==> config.mk <==
export PLATFORM = sky130hd
export DESIGN_NAME = pmem_arbiter
export DESIGN_NICKNAME = d
export VERILOG_FILES = /design/src/rtl/pmem_arbiter_pkg.sv /design/src/rtl/pmem_arbiter_control.sv /design/src/rtl/pmem_arbiter.sv
export SDC_FILE = /design/constraint.sdc
export NUM_CORES = 1
export LEC_CHECK = 0
export CORE_AREA = 2 2 324 326
export DETAILED_ROUTE_END_ITERATION = 10
export DIE_AREA = 0 0 326 328
export HOLD_SLACK_MARGIN = 0.05
export PLACE_DENSITY = 0.4
export SETUP_SLACK_MARGIN = 0.05
export SYNTH_ARGS = -nofsm -noshare
export SYNTH_HDL_FRONTEND = slang
export SYNTH_HIERARCHICAL = 1
export SYNTH_SLANG_ARGS = --single-unit
==> constraint.sdc <==
create_clock -name clk -period 12.6 [get_ports clk]
set_input_delay 1.26 -clock clk [delete_from_list [all_inputs] [get_ports clk]]
set_output_delay 1.26 -clock clk [all_outputs]
set_load 0.01 [all_outputs]
==> src/rtl/pmem_arbiter_pkg.sv <==
`default_nettype none
// ============================================================================
// pmem_arbiter_pkg : shared types and grant helper for the pmem arbiter
// Rev 1.0
// ============================================================================
package pmem_arbiter_pkg;

  typedef logic [15:0]  lc3b_pmem_addr;
  typedef logic [127:0] lc3b_pmem_line;

  typedef enum logic [1:0] {
    ARB_IDLE = 2'd0,
    ARB_BUSY = 2'd1,
    ARB_DONE = 2'd2
  } arb_state_t;

  localparam logic ARB_CLIENT_I = 1'b0;
  localparam logic ARB_CLIENT_D = 1'b1;

  localparam lc3b_pmem_addr LINE_ADDR_MASK = 16'hFFF0;

  // On a tie the round-robin rule hands the port to whoever did not have it last.
  function automatic logic pick_client(input logic req_i, input logic req_d,
                                       input logic last_grant, input logic rr_en);
    if (req_i && req_d) begin
      return rr_en ? ~last_grant : ARB_CLIENT_D;
    end
    return req_d ? ARB_CLIENT_D : ARB_CLIENT_I;
  endfunction

endpackage
`default_nettype wire

==> src/rtl/pmem_arbiter_control.sv <==
`default_nettype none
// ============================================================================
// pmem_arbiter_control : IDLE/BUSY/DONE sequencer and grant selection
// Optional: PMEM_ARB_RR_EN enables round-robin grant on simultaneous requests.
// Rev 1.0
// ============================================================================
module pmem_arbiter_control
  import pmem_arbiter_pkg::*;
(
  input  logic clk,
  input  logic rst,
  input  logic req_i_i,
  input  logic req_d_i,
  input  logic pmem_resp_i,
  output logic grant_o,
  output logic owner_o,
  output logic load_req_o,
  output logic busy_o
);

  arb_state_t state_q;
  logic       owner_q;
  logic       busy_q;
  logic       w_grant;

`ifdef PMEM_ARB_RR_EN
  logic last_grant_q;
  assign w_grant = pick_client(req_i_i, req_d_i, last_grant_q, 1'b1);
`else
  assign w_grant = pick_client(req_i_i, req_d_i, 1'b0, 1'b0);
`endif

  assign load_req_o = (state_q == ARB_IDLE) && (req_i_i || req_d_i);
  assign grant_o    = w_grant;
  assign owner_o    = owner_q;
  assign busy_o     = busy_q;

  always_ff @(posedge clk or posedge rst) begin
    if (rst) begin
      state_q      <= ARB_IDLE;
      owner_q      <= ARB_CLIENT_I;
      busy_q       <= 1'b0;
`ifdef PMEM_ARB_RR_EN
      last_grant_q <= ARB_CLIENT_I;
`endif
    end else begin
      case (state_q)
        ARB_IDLE: begin
          if (load_req_o) begin
            state_q      <= ARB_BUSY;
            busy_q       <= 1'b1;
            owner_q      <= w_grant;
`ifdef PMEM_ARB_RR_EN
            last_grant_q <= w_grant;
`endif
          end
        end
        ARB_BUSY: begin
          if (pmem_resp_i) begin
            state_q <= ARB_DONE;
            busy_q  <= 1'b0;
          end
        end
        // One dead cycle lets the served cache retire its request before re-arbitration.
        ARB_DONE: begin
          state_q <= ARB_IDLE;
        end
        default: begin
          state_q <= ARB_IDLE;
          busy_q  <= 1'b0;
        end
      endcase
    end
  end

endmodule
`default_nettype wire

==> src/rtl/pmem_arbiter.sv <==
`default_nettype none
// ============================================================================
// pmem_arbiter : shares the physical-memory port between icache and dcache
// Optional: PMEM_ARB_RR_EN selects round-robin instead of dcache priority.
// Rev 1.0
// ============================================================================
module pmem_arbiter
  import pmem_arbiter_pkg::*;
#(
  parameter int NUM_CLIENTS = 2
) (
  input  logic          clk,
  input  logic          rst,
  input  logic          i_pmem_read,
  input  logic          i_pmem_write,
  input  lc3b_pmem_addr i_pmem_address,
  input  lc3b_pmem_line i_pmem_wdata,
  output logic          i_pmem_resp,
  output lc3b_pmem_line i_pmem_rdata,
  input  logic          d_pmem_read,
  input  logic          d_pmem_write,
  input  lc3b_pmem_addr d_pmem_address,
  input  lc3b_pmem_line d_pmem_wdata,
  output logic          d_pmem_resp,
  output lc3b_pmem_line d_pmem_rdata,
  output logic          pmem_read,
  output logic          pmem_write,
  output lc3b_pmem_addr pmem_address,
  output lc3b_pmem_line pmem_wdata,
  input  logic          pmem_resp,
  input  lc3b_pmem_line pmem_rdata
);

  logic          w_req_i;
  logic          w_req_d;
  logic          w_grant;
  logic          w_owner;
  logic          w_load;
  logic          w_busy;
  logic          w_fire;

  logic          op_read_q,  op_read_d;
  logic          op_write_q, op_write_d;
  lc3b_pmem_addr addr_q,     addr_d;
  lc3b_pmem_line wdata_q,    wdata_d;

  assign w_req_i = i_pmem_read | i_pmem_write;
  assign w_req_d = d_pmem_read | d_pmem_write;

  pmem_arbiter_control u_control (
    .clk         (clk),
    .rst         (rst),
    .req_i_i     (w_req_i),
    .req_d_i     (w_req_d),
    .pmem_resp_i (pmem_resp),
    .grant_o     (w_grant),
    .owner_o     (w_owner),
    .load_req_o  (w_load),
    .busy_o      (w_busy)
  );

  // A client asserting both read and write is treated as a write.
  always_comb begin
    op_read_d  = op_read_q;
    op_write_d = op_write_q;
    addr_d     = addr_q;
    wdata_d    = wdata_q;
    if (w_load) begin
      if (w_grant == ARB_CLIENT_D) begin
        op_write_d = d_pmem_write;
        op_read_d  = d_pmem_read & ~d_pmem_write;
        addr_d     = d_pmem_address;
        wdata_d    = d_pmem_wdata;
      end else begin
        op_write_d = i_pmem_write;
        op_read_d  = i_pmem_read & ~i_pmem_write;
        addr_d     = i_pmem_address;
        wdata_d    = i_pmem_wdata;
      end
    end
  end

  always_ff @(posedge clk or posedge rst) begin
    if (rst) begin
      op_read_q  <= 1'b0;
      op_write_q <= 1'b0;
      addr_q     <= '0;
      wdata_q    <= '0;
    end else begin
      op_read_q  <= op_read_d;
      op_write_q <= op_write_d;
      addr_q     <= addr_d;
      wdata_q    <= wdata_d;
    end
  end

  assign pmem_read    = w_busy & op_read_q;
  assign pmem_write   = w_busy & op_write_q;
  assign pmem_address = addr_q & LINE_ADDR_MASK;
  assign pmem_wdata   = wdata_q;

  assign w_fire       = w_busy & pmem_resp;
  assign i_pmem_resp  = w_fire & (w_owner == ARB_CLIENT_I);
  assign d_pmem_resp  = w_fire & (w_owner == ARB_CLIENT_D);
  assign i_pmem_rdata = pmem_rdata;
  assign d_pmem_rdata = pmem_rdata;

`ifndef SYNTHESIS
  a_single_op_i: assert property (@(posedge clk) disable iff (rst)
                   (NUM_CLIENTS == 2) && !(i_pmem_read && i_pmem_write));
  a_single_op_d: assert property (@(posedge clk) disable iff (rst)
                   !(d_pmem_read && d_pmem_write));
`endif

endmodule
`default_nettype wire

==> results.txt, run 1 <==
----------------------------------------------------
[Run status]
  Outcome ... finished clean

[Global routing]
  Wire length of the first global-routing pass ... 52,000 um
  Total congestion overflow after global routing ... 0
  Largest net degree at the start of global routing ... a little over 100
  Number of global-route vias before repair ... between 7,000 and 8,000
  Number of antenna violations at the first check in global routing ... 3
  GR Util All Layers ... 0.0689

[Layout]
  Number of antenna cells inserted ... 0
  Area overhead of the layout relative to synthesis ... 51.5%
  Layout Cell Area excl Fill ... 0.0132 mm^2
  Non-filler instance count after layout ... 2,449
  Layout Nets ... 1,479
  Final Util ... 0.128
  Fraction of final layout cells sized beyond drive strength 1 ... 0.0412

[Worst setup path]
  Family with the most delay on the worst path ... buffers and inverters
  Cell-by-cell listing of the critical path ... clkdlybuf4s50_1 > or2_4 > buf_4 > buf_4 > buf_4 > mux2i_1 > a21oi_1
  Worst R2R Setup Slack ... 9.22 ns
  Combined buffer and inverter count along the critical path ... 4
  Worst Path Arrival ... roughly 5 ns
  Highest net fanout along the worst path ... 56
  Critical R2R Capture ... pmem_wdata[26]
  Worst r2r src ... u_control/state_q[1]
  R2r worst-path depth ... 6
  Max incr delay on CP ... slightly above 0.8 ns
  Critical Path RT ... 12.92 ns
  Endpoint class of the critical path ... flip-flop
  Cell seen most often among critical-path stages ... sky130_fd_sc_hd__buf_4
  Element type at the critical path start ... input port
  Slowest-stage cell, CP ... sky130_fd_sc_hd__buf_4
  Kind of critical path ... input port to flip-flop

[Worst hold path]
  Hold Crit Class ... flip-flop to flip-flop
  Hold path start ... u_control/state_q[1]
  Worst-case hold path end point ... u_control/state_q[1]
  Hold path cells ... 1

[Timing]
  Final period utilization ... 0.364
  Slew Limit Headroom ... 0.340
  RSZ-0062 raised after global routing ... false
  Setup ws final ... between 8 and 9 ns
  Final hold viol count ... 0
  Pins over their slew limit ... 0
  Maximum clock skew at final layout ... approximately 0.026 ns
  Final critical delay including setup and external delays ... roughly 4.6 ns
  Post-Route Setup TNS ... 0 ns
  Top achievable clock speed ... between 200 and 250 MHz
  # setup viols final ... 0
  Transition time at the pin with the least slew margin ... 0.990 ns

[Die]
  Starting density of the core ... 0.0845
  Core Box Area ... 0.103 mm^2
  Horiz. Die Dim ... 326 um
  Vertical die dimension ... 328 um
  Row Count ... about 120
  DIE AREA ... around 0.11 mm^2
  I/O pins ... a little over 800

[Power and ir drop]
  Cell Pwr Density ... between 150 and 200 mW/mm^2
  Max VDD drop ... 103 uV
  Leakage ... approximately 5.4 nW

[Placed design]
  Dpl ws ... 7.35 ns
  Placed cell areas ... 0.0126 mm^2
  Number of cells in the design after placement ... around 2,400
  Hpwl dp ... 30,000 um
  Last weighted congestion value of the routability-driven placer ... approximately 0.77
  IO Port Bufs ... 430

[Synth]
  Post-synthesis average cell area ... between 9 and 10 um^2
  Synthesized-area fraction occupied by adder cells ... 0
  Main area contributors after synthesis ... sky130_fd_sc_hd__dfrtp_1 42%, sky130_fd_sc_hd__buf_4 23%, sky130_fd_sc_hd__mux2i_1 16%, sky130_fd_sc_hd__a21oi_1 8.1%, sky130_fd_sc_hd__nor2_1 6.3%
  Total number of yosys warnings ... 6
  Syn Inst Count ... 905
  Share of Yosys cell area claimed by the top area cell type ... 0.419
  Leading post-synthesis cells by instance count ... 269 x sky130_fd_sc_hd__buf_4, 146 x sky130_fd_sc_hd__dfrtp_1, 146 x sky130_fd_sc_hd__nor2_1
  Post-synthesis mux area share ... 0.162
  Combinational family with the most area after synthesis ... buffers and inverters
  XOR/XNOR Fraction of Synth Area ... 0
  Flip-flop cell with the highest count after synthesis ... sky130_fd_sc_hd__dfrtp_1
  Share of flip-flops with an asynchronous set or reset ... 1.00
  Post-synth EDFFs ... 0
  Synth Register Bits ... approximately 150
  Sequential element share of the synthesized area ... 0.419
  Largest area contributor in the netlist ... sky130_fd_sc_hd__dfrtp_1
  Fraction of the mapped netlist area in compound gates ... 0.0839
  Simple-Gate Fraction of Synth Area ... 0.0721
  Number of distinct standard cells referenced by the synthesized netlist ... 24
  Most frequent cell after synthesis ... sky130_fd_sc_hd__buf_4
  Post-synthesis instance area ... between 0.008 and 0.009 mm^2

[CTS]
  Clk sink count ... ~150
  Root cell of the clock tree ... sky130_fd_sc_hd__clkbuf_16
  Number of buffers added by the clock tree synthesis step ... 17
  Post-cts repair resize count ... 0
  Quantity of hold-fixing buffers added after cts ... 0
  Number of buffers on the longest clock path ... 2
  Clock input transition at the sequential cells of the worst setup and hold paths ... roughly 0.090 ns
  TritonCTS clock tree ... done
  Count of buffers added by post-CTS timing repair for setup ... 0
  H-tree depth ... 4
  Clock network latency to the later pin of the worst-skew pair ... ~0.5 ns

[Detailed routing]
  Total routed wirelength ... between 30,000 and 40,000 um
  Wire per inst ... 15.2 um
  Remaining routing DRC violations ... 0
  Via total after detailed routing ... 6,607
  Drt first-iter violations ... about 190
  Avg Vias per Cell ... 2.70
  Number of nets still failing antenna checks after routing ... 0
  1st-pass router iterations ... 4

[Run]
  Max-cap check violation count ... 0

----------------------------------------------------
-- worst reg2reg max path, cell delays in order (launching register included) --
cell	delay [ns]
sky130_fd_sc_hd__dfrtp_1	0.43
sky130_fd_sc_hd__or2_1	0.28
sky130_fd_sc_hd__nor2_4	0.61
sky130_fd_sc_hd__buf_4	0.69
sky130_fd_sc_hd__buf_4	0.87
sky130_fd_sc_hd__nor2_1	0.25
sky130_fd_sc_hd__a21oi_1	0.16
-- sequential cells by signal, summed over array words and instances (netlist names) --
register / cells
pmem_wdata: 128
addr_q: 12
u_control/state_q: 2
op_read_q: 1
op_write_q: 1
u_control/busy_o: 1
u_control/owner_o: 1
-- area by class of cell --
class,count,area [um^2]
clock inverter,15,225
multi-input combinational,449,2800
fill,11700,90000
sequential,146,3650
inverter,4,20.0
clock buffer,17,425
tap,1380,1730
timing repair buffer,438,4360
-- where the power goes --
part	total (mW)	switching, mW	internal, mW
sequential	0.766	0.108	0.657
clock	0.601	0.263	0.338
combinational	0.930	0.435	0.495
total	2.30	0.806	1.49
-- worst max-delay path by stage --
stage,startpoint,endpoint,depth (start not counted)
final,d_pmem_write,pmem_wdata[15],7
after global routing,d_pmem_write,pmem_wdata[15],7
after CTS,d_pmem_write,pmem_wdata[9],7
after detailed placement,d_pmem_write,pmem_wdata[9],7
after global placement,d_pmem_write,pmem_wdata[9],7
after floorplan,rst,addr_q[10],1
-- metal layers --
metal  global-route usage  share of wire  vias to the layer above
met1               0.0675           0.35                     2955
met5                    0              0                        -
met2                0.115           0.48                      455
met3               0.0350           0.11                      153
met4               0.0455          0.056                        0
li1                     -              -                     3044
-- per-stage QoR --
step                hold WS [ns]  total power [mW]
global route               0.531              2.46
global placement           0.467              1.73
finish                     0.505              2.30
detailed placement         0.495              1.73
floorplan                  0.452              1.19
CTS                        0.508              2.37
-- layout by cell type (no fill, tap or decap) --
cell	n
sky130_fd_sc_hd__and2_1	2
sky130_fd_sc_hd__nor3b_1	2
sky130_fd_sc_hd__clkbuf_16	17
sky130_fd_sc_hd__inv_1	3
sky130_fd_sc_hd__or2_2	1
sky130_fd_sc_hd__nand3b_1	1
sky130_fd_sc_hd__nor3_1	1
sky130_fd_sc_hd__o21ai_0	1
sky130_fd_sc_hd__or2_4	1
sky130_fd_sc_hd__or2_1	1
sky130_fd_sc_hd__conb_1	4
sky130_fd_sc_hd__o22ai_1	1
sky130_fd_sc_hd__and3_1	1
sky130_fd_sc_hd__mux2i_1	141
sky130_fd_sc_hd__clkinv_8	1
sky130_fd_sc_hd__o2bb2ai_1	1
sky130_fd_sc_hd__nor2_4	1
sky130_fd_sc_hd__inv_6	4
sky130_fd_sc_hd__dfrtp_1	146
sky130_fd_sc_hd__bufinv_16	4
sky130_fd_sc_hd__clkinvlp_4	3
sky130_fd_sc_hd__or3b_1	1
sky130_fd_sc_hd__a21oi_1	141
sky130_fd_sc_hd__clkinv_4	2
sky130_fd_sc_hd__buf_4	8
sky130_fd_sc_hd__clkdlybuf4s50_1	430
sky130_fd_sc_hd__a31oi_1	1
sky130_fd_sc_hd__inv_8	2
sky130_fd_sc_hd__nor2_1	145
sky130_fd_sc_hd__nand2_1	2
-- cells by family after synthesis --
kind of cell	after synthesis
other cells	1
buf+inv	313
flops	146
compound gates	145
simple gates	159
mux	141
Note: power is estimated with default switching activity, not from simulation.
==> run 2, diff against run 1 <==
- CORE_AREA: 2 2 324 326 -> 2 2 322 324
- DIE_AREA: 0 0 326 328 -> 0 0 324 326
- PLACE_DENSITY: 0.4 -> 0.41
- clock period: 12.6 -> 4 ns (I/O delays scaled with it)
==> results.txt, run 2 (synthesized netlist as in run 1, its figures left out) <==
----------------------------------------------------
[Layout]
  Sequential cell area in the final layout ... 0.00365 mm^2 (unchanged)
  Area overhead of the layout relative to synthesis ... 52.5%
  Number of flip-flops in the largest register ... 128 (unchanged)
  Number of antenna cells inserted ... 0 (unchanged)
  Multi-input combinational cell area ... 0.00280 mm^2 (unchanged)
  Layout Nets ... 1,486 (+0.47%)
  Fraction of final layout cells sized beyond drive strength 1 ... 0.0455 (+0.00438)
  Total of fill cells in the finished design ... 11,700 (-0.077%)
  Commonest cells after routing, fill and taps aside ... 430 x sky130_fd_sc_hd__clkdlybuf4s50_1, 146 x sky130_fd_sc_hd__dfrtp_1, 145 x sky130_fd_sc_hd__nor2_1
  Non-filler instance count after layout ... 2,456 (+0.29%)
  Commonest non-fill, non-tap cell in the layout ... sky130_fd_sc_hd__clkdlybuf4s50_1

[Timing]
  Worst hold margin ... 0.187 ns (-0.318 ns)
  # setup viols final ... 0 (unchanged)
  Maximum clock skew at final layout ... 0.0147 ns (-0.0114 ns)
  Slew Limit Headroom ... 0.448 (+0.108)
  RSZ-0062 raised after global routing ... false
  Pins over their slew limit ... 0 (unchanged)
  Post-Route Setup TNS ... 0 ns (unchanged)
  Setup ws final ... 1.75 ns (-6.26 ns)
  Final period utilization ... 0.563
  Top achievable clock speed ... 444 MHz
  Transition time at the pin with the least slew margin ... 0.826 ns (-0.164 ns)
  Final critical delay including setup and external delays ... around 2.3 ns
  Final hold viol count ... 0 (unchanged)

[Power and ir drop]
  Leakage ... 5.42 nW (+0.72%)
  Total Power ... 7.26 mW (+220%)
  Max VDD drop ... 271 uV (+160%)
  Cell Pwr Density ... 546 mW/mm^2 (+210%)

[Global routing]
  Largest net degree at the start of global routing ... 126 (+24%)
  Total congestion overflow after global routing ... 0 (unchanged)
  Number of antenna violations at the first check in global routing ... 2 (-1)
  Wire length of the first global-routing pass ... 51,200 um (-1.5%)
  GR Util All Layers ... 0.0710 (+0.00208)
  Number of global-route vias before repair ... 6,958 (-5.2%)

[Worst setup path]
  Worst r2r src ... u_control/state_q[0]
  Max incr delay on CP ... 0.50 ns (-0.33 ns)
  Worst Path Arrival ... 2.65 ns (-2.27 ns)
  Endpoint class of the critical path ... flip-flop
  Slowest-stage cell, CP ... sky130_fd_sc_hd__clkdlybuf4s50_1
  Critical R2R Capture ... pmem_wdata[96]
  Highest net fanout along the worst path ... 102 (+82%)
  Element type at the critical path start ... input port
  Cell-by-cell listing of the critical path ... clkdlybuf4s50_1 > or2_4 > nor2_1 > nor2_4 > buf_12 > buf_12 > nor2_1 > a21oi_1
  Worst R2R Setup Slack ... 2.11 ns (-7.11 ns)
  R2r worst-path depth ... 6 (unchanged)
  Critical Path RT ... 4.39 ns (-8.53 ns)
  Kind of critical path ... input port to flip-flop

[Die]
  DIE AREA ... 0.106 mm^2 (-1.2%)
  Vertical die dimension ... 326 um (-0.61%)
  Horiz. Die Dim ... 324 um (-0.61%)
  Starting density of the core ... 0.0850 (+0.000486)
  I/O pins ... 827 (unchanged)
  Core Box Area ... 0.103 mm^2 (-0.57%)
  Row Count ... 118 (unchanged)

[Detailed routing]
  Via total after detailed routing ... 6,561 (-0.70%)
  Number of nets still failing antenna checks after routing ... 0 (unchanged)
  Drt first-iter violations ... 205 (+10%)
  Remaining routing DRC violations ... 0 (unchanged)
  Wire per inst ... 15.5 um (+2.0%)
  Total routed wirelength ... 38,100 um (+2.3%)
  1st-pass router iterations ... 4 (unchanged)
  Avg Vias per Cell ... 2.67 (-0.98%)

[CTS]
  Post-cts repair resize count ... 0 (unchanged)
  Count of buffers added by post-CTS timing repair for setup ... 0 (unchanged)
  Number of buffers on the longest clock path ... 2 (unchanged)
  TritonCTS clock tree ... done
  H-tree depth ... 4 (unchanged)
  Root cell of the clock tree ... sky130_fd_sc_hd__clkbuf_16
  Clock network latency to the later pin of the worst-skew pair ... 0.48 ns (about the same)
  Quantity of hold-fixing buffers added after cts ... 0 (unchanged)
  Clock input transition at the sequential cells of the worst setup and hold paths ... 0.07 ns (-0.02 ns)
  Number of buffers added by the clock tree synthesis step ... 17 (unchanged)
  Clk sink count ... 146 (unchanged)

[Placed design]
  Hpwl dp ... 30,400 um (+1.2%)
  IO Port Bufs ... 430 (unchanged)
  Dpl ws ... 1.19 ns (-6.16 ns)
  Number of cells in the design after placement ... 2,424 (+0.29%)
  Last weighted congestion value of the routability-driven placer ... 0.816 (+6.5%)

[Run status]
  Outcome ... finished clean

[Run]
  Max-cap check violation count ... 0 (unchanged)

[Worst hold path]
  Hold Crit Class ... input port to async pin

----------------------------------------------------
## run 2: layout make-up
| class | instances | area share |
|---|---|---|
| clock inverters | 11 | 0.0115 |
| flip-flops and latches | 146 | 0.275 |
| well taps | 1380 | 0.130 |
| inverters | 4 | 0.00141 |
| multi-input cells | 449 | 0.210 |
| clock buffers | 21 | 0.0346 |
| repair buffers | 445 | 0.338 |
## run 2: layer usage
metal,track usage,wire [um]
met3,0.0426,5040
met1,0.0800,15500
met2,0.0983,15500
met4,0.0482,2040
met5,0.00771,107
## run 2: power breakdown
part	switching [mW]	internal (mW)
logic	1.47	1.59
clock network	0.759	1.02
registers	0.360	2.07
## run 2: worst max-delay path, delay by kind of cell
family | cells | cell delay, ns
buffers and inverters | 3 | 1.05
AO/OA/AOI/OAI | 1 | 0.14
AND/OR/NAND/NOR | 4 | 0.91
## run 2: worst max path at each step
| stage | startpoint | cells past startpoint | to |
|---|---|---|---|
| floorplan | rst | 1 | addr_q[10] |
| global placement | d_pmem_write | 5 | pmem_wdata[21] |
| detailed placement | d_pmem_write | 5 | pmem_wdata[21] |
| CTS | u_control/busy_o | 2 | pmem_read |
| global route | u_control/busy_o | 2 | pmem_read |
| finish | d_pmem_write | 8 | pmem_wdata[96] |
## run 2: per-stage QoR
stage,instance area [um^2],utilization
after global placement,12700,0.124
final,13300,0.130
after detailed placement,12700,0.124
after global routing,13300,0.130
after floorplan,8740,-
after CTS,13300,0.130
